## config.mk

```make
export PLATFORM = sky130hd
export DESIGN_NAME = us_cmd_packer_flat
export DESIGN_NICKNAME = d
export VERILOG_FILES = /design/src/rtl/us_cmd_packer_if.sv /design/src/rtl/us_cmd_packer.sv /design/src/flat_wrapper.sv
export SDC_FILE = /design/constraint.sdc
export NUM_CORES = 1
export LEC_CHECK = 0
export CORE_ASPECT_RATIO = 2
export CORE_UTILIZATION = 40
export CTS_CLUSTER_SIZE = 12
export DETAILED_ROUTE_END_ITERATION = 7
export PLACE_DENSITY = 0.77
export SLEW_MARGIN = 20
export SYNTH_ARGS = -nofsm -noshare
export SYNTH_HDL_FRONTEND = slang
export SYNTH_SLANG_ARGS = --single-unit
export TNS_END_PERCENT = 100
```

## constraint.sdc

```tcl
create_clock -name clk -period 3.9 [get_ports clk]
set_clock_uncertainty 0.2 [all_clocks]
set_input_delay 0.39 -clock clk [delete_from_list [all_inputs] [get_ports clk]]
set_output_delay 0.39 -clock clk [all_outputs]
set_load 0.02 [all_outputs]
```

## src/rtl/us_cmd_packer_if.sv

```systemverilog
// Groups the TRN RX stream and upstream command FIFO write port of us_cmd_packer.
// slave: the packer side; master: the endpoint/FIFO environment side.
interface us_cmd_packer_if;
    logic [31:0]  trn_rd;
    logic         trn_rsof_n;
    logic         trn_reof_n;
    logic         trn_rsrc_rdy_n;
    logic         trn_rdst_rdy_n;
    logic         trn_rerrfwd_n;
    logic [6:0]   trn_rbar_hit_n;
    logic         us_cmd_fifo_wr_en_o;
    logic [127:0] us_cmd_fifo_din_o;
    logic         us_cmd_fifo_full_i;

    modport slave (
        input  trn_rd, trn_rsof_n, trn_reof_n, trn_rsrc_rdy_n, trn_rerrfwd_n, trn_rbar_hit_n,
        input  us_cmd_fifo_full_i,
        output trn_rdst_rdy_n, us_cmd_fifo_wr_en_o, us_cmd_fifo_din_o
    );

    modport master (
        output trn_rd, trn_rsof_n, trn_reof_n, trn_rsrc_rdy_n, trn_rerrfwd_n, trn_rbar_hit_n,
        output us_cmd_fifo_full_i,
        input  trn_rdst_rdy_n, us_cmd_fifo_wr_en_o, us_cmd_fifo_din_o
    );
endinterface

```

## src/rtl/us_cmd_packer.sv

```systemverilog
// Packs 3DW MRd32/MWr32 TLPs from the TRN RX stream into 128-bit upstream FIFO commands.
// Define US_CMD_DROP_CNT_EN to implement the saturating dropped-TLP counter.
module us_cmd_packer #(
    parameter logic [6:0]  BAR_MASK   = 7'b0000001,
    parameter int unsigned DROP_CNT_W = 16
) (
    input  logic                  clk,
    input  logic                  rst_n,
    us_cmd_packer_if.slave        bus,
    output logic [DROP_CNT_W-1:0] drop_cnt_o
);
    typedef enum logic [2:0] {StIdle, StHdr1, StHdr2, StData, StPush, StDiscard} state_e;

    state_e      state_q, state_d;
    logic        rdst_rdy_n_q, rdst_rdy_n_d;
    logic [31:0] dw0_q, dw0_d, dw1_q, dw1_d, dw2_q, dw2_d, data_q, data_d;
    logic        err_q, err_d;
    logic [1:0]  drop_inc;
    logic        beat, sof, eof, err_beat, err_any, dw0_ok, is_wr;

    assign beat     = ~bus.trn_rsrc_rdy_n & ~rdst_rdy_n_q;
    assign sof      = ~bus.trn_rsof_n;
    assign eof      = ~bus.trn_reof_n;
    assign err_beat = ~bus.trn_rerrfwd_n;
    assign err_any  = err_q | err_beat;
    assign is_wr    = dw0_q[30];
    assign dw0_ok   = ((bus.trn_rd[30:24] == 7'h00) || (bus.trn_rd[30:24] == 7'h40)) &&
                      (bus.trn_rd[9:0] == 10'd1) &&
                      ((~bus.trn_rbar_hit_n & BAR_MASK) != 7'd0) && !err_beat;

    always_comb begin
        state_d  = state_q;
        dw0_d    = dw0_q;
        dw1_d    = dw1_q;
        dw2_d    = dw2_q;
        data_d   = data_q;
        err_d    = err_q;
        drop_inc = 2'd0;
        if (state_q == StPush) begin
            if (!bus.us_cmd_fifo_full_i) state_d = StIdle;
        end else if (beat) begin
            if (sof) begin
                // A SOF outside IDLE aborts the TLP in flight; this beat restarts capture.
                if (state_q != StIdle) drop_inc = drop_inc + 2'd1;
                dw0_d  = bus.trn_rd;
                data_d = 32'h0;
                err_d  = err_beat;
                if (dw0_ok && !eof) begin
                    state_d = StHdr1;
                end else if (eof) begin
                    state_d  = StIdle;
                    drop_inc = drop_inc + 2'd1;
                end else begin
                    state_d = StDiscard;
                end
            end else begin
                err_d = err_any;
                unique case (state_q)
                    StHdr1: begin
                        dw1_d = bus.trn_rd;
                        if (eof) begin
                            state_d  = StIdle;
                            drop_inc = 2'd1;
                        end else begin
                            state_d = StHdr2;
                        end
                    end
                    StHdr2: begin
                        dw2_d = bus.trn_rd;
                        if (!err_any && !is_wr && eof) begin
                            state_d = StPush;
                        end else if (!err_any && is_wr && !eof) begin
                            state_d = StData;
                        end else if (eof) begin
                            state_d  = StIdle;
                            drop_inc = 2'd1;
                        end else begin
                            state_d = StDiscard;
                        end
                    end
                    StData: begin
                        data_d = bus.trn_rd;
                        if (eof && !err_any) begin
                            state_d = StPush;
                        end else if (eof) begin
                            state_d  = StIdle;
                            drop_inc = 2'd1;
                        end else begin
                            state_d = StDiscard;
                        end
                    end
                    StDiscard: begin
                        if (eof) begin
                            state_d  = StIdle;
                            drop_inc = 2'd1;
                        end
                    end
                    default: ;
                endcase
            end
        end
        rdst_rdy_n_d = (state_d == StPush);
    end

    always_ff @(posedge clk or negedge rst_n) begin
        if (!rst_n) begin
            state_q      <= StIdle;
            rdst_rdy_n_q <= 1'b1;
            dw0_q        <= '0;
            dw1_q        <= '0;
            dw2_q        <= '0;
            data_q       <= '0;
            err_q        <= 1'b0;
        end else begin
            state_q      <= state_d;
            rdst_rdy_n_q <= rdst_rdy_n_d;
            dw0_q        <= dw0_d;
            dw1_q        <= dw1_d;
            dw2_q        <= dw2_d;
            data_q       <= data_d;
            err_q        <= err_d;
        end
    end

    assign bus.trn_rdst_rdy_n      = rdst_rdy_n_q;
    assign bus.us_cmd_fifo_wr_en_o = (state_q == StPush) & ~bus.us_cmd_fifo_full_i;
    assign bus.us_cmd_fifo_din_o   = {dw0_q, dw1_q, dw2_q, data_q};

`ifdef US_CMD_DROP_CNT_EN
    logic [DROP_CNT_W:0]   drop_sum;
    logic [DROP_CNT_W-1:0] drop_cnt_q, drop_cnt_d;

    // Up to two drops in one cycle: an aborted TLP plus an unsupported single-beat SOF.
    always_comb begin
        drop_sum   = {1'b0, drop_cnt_q} + {{(DROP_CNT_W - 1){1'b0}}, drop_inc};
        drop_cnt_d = drop_sum[DROP_CNT_W] ? '1 : drop_sum[DROP_CNT_W-1:0];
    end

    always_ff @(posedge clk or negedge rst_n) begin
        if (!rst_n) drop_cnt_q <= '0;
        else        drop_cnt_q <= drop_cnt_d;
    end

    assign drop_cnt_o = drop_cnt_q;
`else
    logic unused_drop_inc;
    assign unused_drop_inc = ^drop_inc;
    assign drop_cnt_o      = '0;
`endif
endmodule

```

## src/flat_wrapper.sv

```systemverilog
// flat-port wrapper written by rule: the top's interface ports become plain ports
module us_cmd_packer_flat 
#(
    parameter logic [6:0]  BAR_MASK   = 7'b0000001,
    parameter int unsigned DROP_CNT_W = 16
)
  (clk, rst_n, drop_cnt_o, bus_trn_rd, bus_trn_rsof_n, bus_trn_reof_n, bus_trn_rsrc_rdy_n, bus_trn_rerrfwd_n, bus_trn_rbar_hit_n, bus_us_cmd_fifo_full_i, bus_trn_rdst_rdy_n, bus_us_cmd_fifo_wr_en_o, bus_us_cmd_fifo_din_o);
  us_cmd_packer_if bus_i ();
  input  logic clk;
  input  logic rst_n;
  output logic [DROP_CNT_W-1:0] drop_cnt_o;
  input wire logic [$bits(bus_i.trn_rd)-1:0] bus_trn_rd;
  input wire logic [$bits(bus_i.trn_rsof_n)-1:0] bus_trn_rsof_n;
  input wire logic [$bits(bus_i.trn_reof_n)-1:0] bus_trn_reof_n;
  input wire logic [$bits(bus_i.trn_rsrc_rdy_n)-1:0] bus_trn_rsrc_rdy_n;
  input wire logic [$bits(bus_i.trn_rerrfwd_n)-1:0] bus_trn_rerrfwd_n;
  input wire logic [$bits(bus_i.trn_rbar_hit_n)-1:0] bus_trn_rbar_hit_n;
  input wire logic [$bits(bus_i.us_cmd_fifo_full_i)-1:0] bus_us_cmd_fifo_full_i;
  output wire logic [$bits(bus_i.trn_rdst_rdy_n)-1:0] bus_trn_rdst_rdy_n;
  output wire logic [$bits(bus_i.us_cmd_fifo_wr_en_o)-1:0] bus_us_cmd_fifo_wr_en_o;
  output wire logic [$bits(bus_i.us_cmd_fifo_din_o)-1:0] bus_us_cmd_fifo_din_o;
  assign bus_i.trn_rd = bus_trn_rd;
  assign bus_i.trn_rsof_n = bus_trn_rsof_n;
  assign bus_i.trn_reof_n = bus_trn_reof_n;
  assign bus_i.trn_rsrc_rdy_n = bus_trn_rsrc_rdy_n;
  assign bus_i.trn_rerrfwd_n = bus_trn_rerrfwd_n;
  assign bus_i.trn_rbar_hit_n = bus_trn_rbar_hit_n;
  assign bus_i.us_cmd_fifo_full_i = bus_us_cmd_fifo_full_i;
  assign bus_trn_rdst_rdy_n = bus_i.trn_rdst_rdy_n;
  assign bus_us_cmd_fifo_wr_en_o = bus_i.us_cmd_fifo_wr_en_o;
  assign bus_us_cmd_fifo_din_o = bus_i.us_cmd_fifo_din_o;
  us_cmd_packer #(.BAR_MASK(BAR_MASK), .DROP_CNT_W(DROP_CNT_W)) u_core (.clk(clk), .rst_n(rst_n), .bus(bus_i), .drop_cnt_o(drop_cnt_o));
endmodule
```

==> out/qor.yml <==
drt:
  wl_per_cell_um: 17.6
  ant_nets: 0
  vias: 3885
  wl_um: 13800
  drcViolationCount: 0
  drtPass1Iterations: 6
  drt_iter0_drc: 117
  via_per_inst: 4.97
sta:
  setup_violations: 0
  maxSlewViolCount: 0
  period_minus_slack_ns: 2.53
  min_period_over_period: 0.650
  max_slew_margin: 0.363
  hold_ws_ns: 0.217
  fmax_mhz: 395
  rsz0062_at_grt: "false"
  setup_tns_ns: 0
  setup_ws_ns: 1.37
  final_hold_viol_count: 0
  worst_pin_slew_ns: 0.956
global_route:
  grt_first_pass_wirelength_um: 21600
  gr-usage-met1: 0.207
  grt_max_degree: 120
  busiest_layer: "met2"
  met2_usage: 0.401
  grtUsageMet3: 0.0405
  groute.usage.overall: 0.207
  antenna_found_initial: 0
  grt-ovfl-total: 0
  first_global_vias: 4118
final_layout:
  fin_cells: 782
  final_common_cell: "clkdlybuf4s50_1"
  drive_gt1_frac: 0.200
  antenna_cells: 0
  final-seq-area_mm2: 0.00333
  fillerInstances: 1070
  layout_common_cells: "clkdlybuf4s50_1, dfrtp_1, nand2_1"
  multiInputGateArea_mm2: 0.00181
  final_area_mm2: 0.00774
  syn_to_final_growth_pct: 46.0
  nNetsFinal: 663
  fin_util: 0.596
pwr:
  p_sw_frac: 0.351
  combPwrFrac: 0.438
  power.switching_mw: 2.57
  p_leak_nw: 3.50
  p_int_mw: 4.75
  clockPowerShare: 0.231
  fin_total_pwr_mw: 7.32
  power_frac_seq: 0.331
  powerDensity_mw_per_mm2: 946
  ir_worst_vdd_mv: 0.669
logic_synthesis:
  synth_area_per_cell_um2: 12.0
  syn_inst: 442
  yosysWarnings: 0
  async_flop_share: 1.00
  synth-seq-cells: 133
  netlist_area_mm2: 0.00530
  synth_flop_cell: "dfrtp_1"
  synth_largest_area_cell: "dfrtp_1"
  yosysSeqAreaShare: 0.628
  synth-edff-count: 0
  synth_cell_types: 33
  synth.top_cell.area_share: 0.623
  synthTopCellsByArea: "dfrtp_1, mux2_2, nand2_1"
job:
  maxCapViolCount: 0
clock_tree:
  cts_buffers: 17
  cts_buffer_depth: 2
  clk_pin_slew_ns: 0.05
  tritoncts: "built"
  clock_latency_ns: 0.40
  root_buffer: "clkbuf_16"
  post_cts_resized: 0
  clock_sinks: 133
  cts_max_level: 4
floorplanning:
  die_y_um: 165
  row_count: 59
  die_area_mm2: 0.0137
  core_mm2: 0.0130
  die_w_um: 83.4
  ios: 192
  initial_utilization: 0.408
setup_path:
  r2r_setup_slack_ns: 1.41
  cp_max_fo: 24
  cp.required_ns: 3.98
  crit_path_start_kind: "input pin"
  rr_worst_depth: 4
  crit_type: "input pin to flip-flop"
  crit_arrival_ns: 2.62
  end_kind: "flip-flop"
place:
  dp_hpwl_um: 9860
  place_area_mm2: 0.00709
  dp_slack_ns: 0.925
  placed_cells: 749
  gp_congestion: 0.824
  io_buffers: 169
run_status:
  status: "finished clean"
worst_hold_path:
  hp-class: "input pin to flip-flop"
  whs_path_depth: 3
[sequential cells by signal, summed over array words and instances, names as in the netlist]
signal	count
u_core.bus.trn_rdst_rdy_n	1
u_core.data_q	32
u_core.dw0_q	32
u_core.dw1_q	32
u_core.dw2_q	32
u_core.err_q	1
u_core.state_q	3
[power by group through the flow]
stage / Sequential [mW] / Combinational, mW / Clock, mW
6_report: 2.43 / 3.21 / 1.69
4_1_cts: 2.43 / 3.25 / 1.72
3_5_place_dp: 2.45 / 3.24 / 0
5_1_grt: 2.52 / 3.37 / 1.78
3_3_place_gp: 2.41 / 3.17 / 0
2_1_floorplan: 3.22 / 0.753 / 0
[metal layers]
| metal | wire length, um | vias to the layer above | part of all wire |
|---|---|---|---|
| met5 | 0 | - | 0 |
| met4 | 338 | 0 | 0.025 |
| met3 | 547 | 20 | 0.040 |
| met2 | 7980 | 143 | 0.58 |
| met1 | 4910 | 1916 | 0.36 |
| li1 | - | 1806 | - |
[layout make-up]
class / count / area share
clock buffers: 21 / 0.0595
clock inverters: 11 / 0.0225
inverters: 3 / 0.00146
multi-input cells: 284 / 0.234
flip-flops and latches: 133 / 0.430
well taps: 152 / 0.0246
repair buffers: 178 / 0.227
[repair_timing]
item | CTS | global route
setup endpoints to repair | 0 | 0
hold buffers | 1 | 0
hold endpoints to repair | 23 | 0
buffers inserted | 0 | 0
[cells by family after synthesis]
kind of cell,share of synthesized area
AOI/OAI and AO/OA,0.0503
buffers and inverters,0.0427
DFF,0.628
muxes,0.170
other,0.000708
and+or+nand+nor,0.108
[path summary, 6_finish.rpt]
| path | to | from |
|---|---|---|
| setup reg to reg | u_core.dw2_q[5] | u_core.bus.trn_rdst_rdy_n |
| max in group asynchronous | u_core.dw1_q[30] | rst_n |
| setup / recovery | u_core.dw2_q[5] | bus_trn_rsrc_rdy_n |
| min in group asynchronous | u_core.dw1_q[3] | rst_n |
| hold / removal | u_core.data_q[9] | bus_trn_rsof_n |
| hold reg to reg | u_core.dw1_q[30] | u_core.dw1_q[30] |
[Yosys cell counts (2+ instances only)]
cell	instances
buf_2	13
inv_1	2
nor4_1	3
o22ai_1	2
nand3_1	4
dfrtp_1	132
buf_4	16
clkbuf_1	7
nor2_1	5
a21oi_1	4
o21ai_0	34
nor3_1	2
nand2_1	119
mux2_2	80
[worst max-delay path, cell delays in order]
cell	delay, ns
clkdlybuf4s50_1	0.43
nor2_1	0.41
nand4_1	0.57
buf_4	0.46
mux2_2	0.33
No activity file was read; power rests on OpenSTA's default activity.
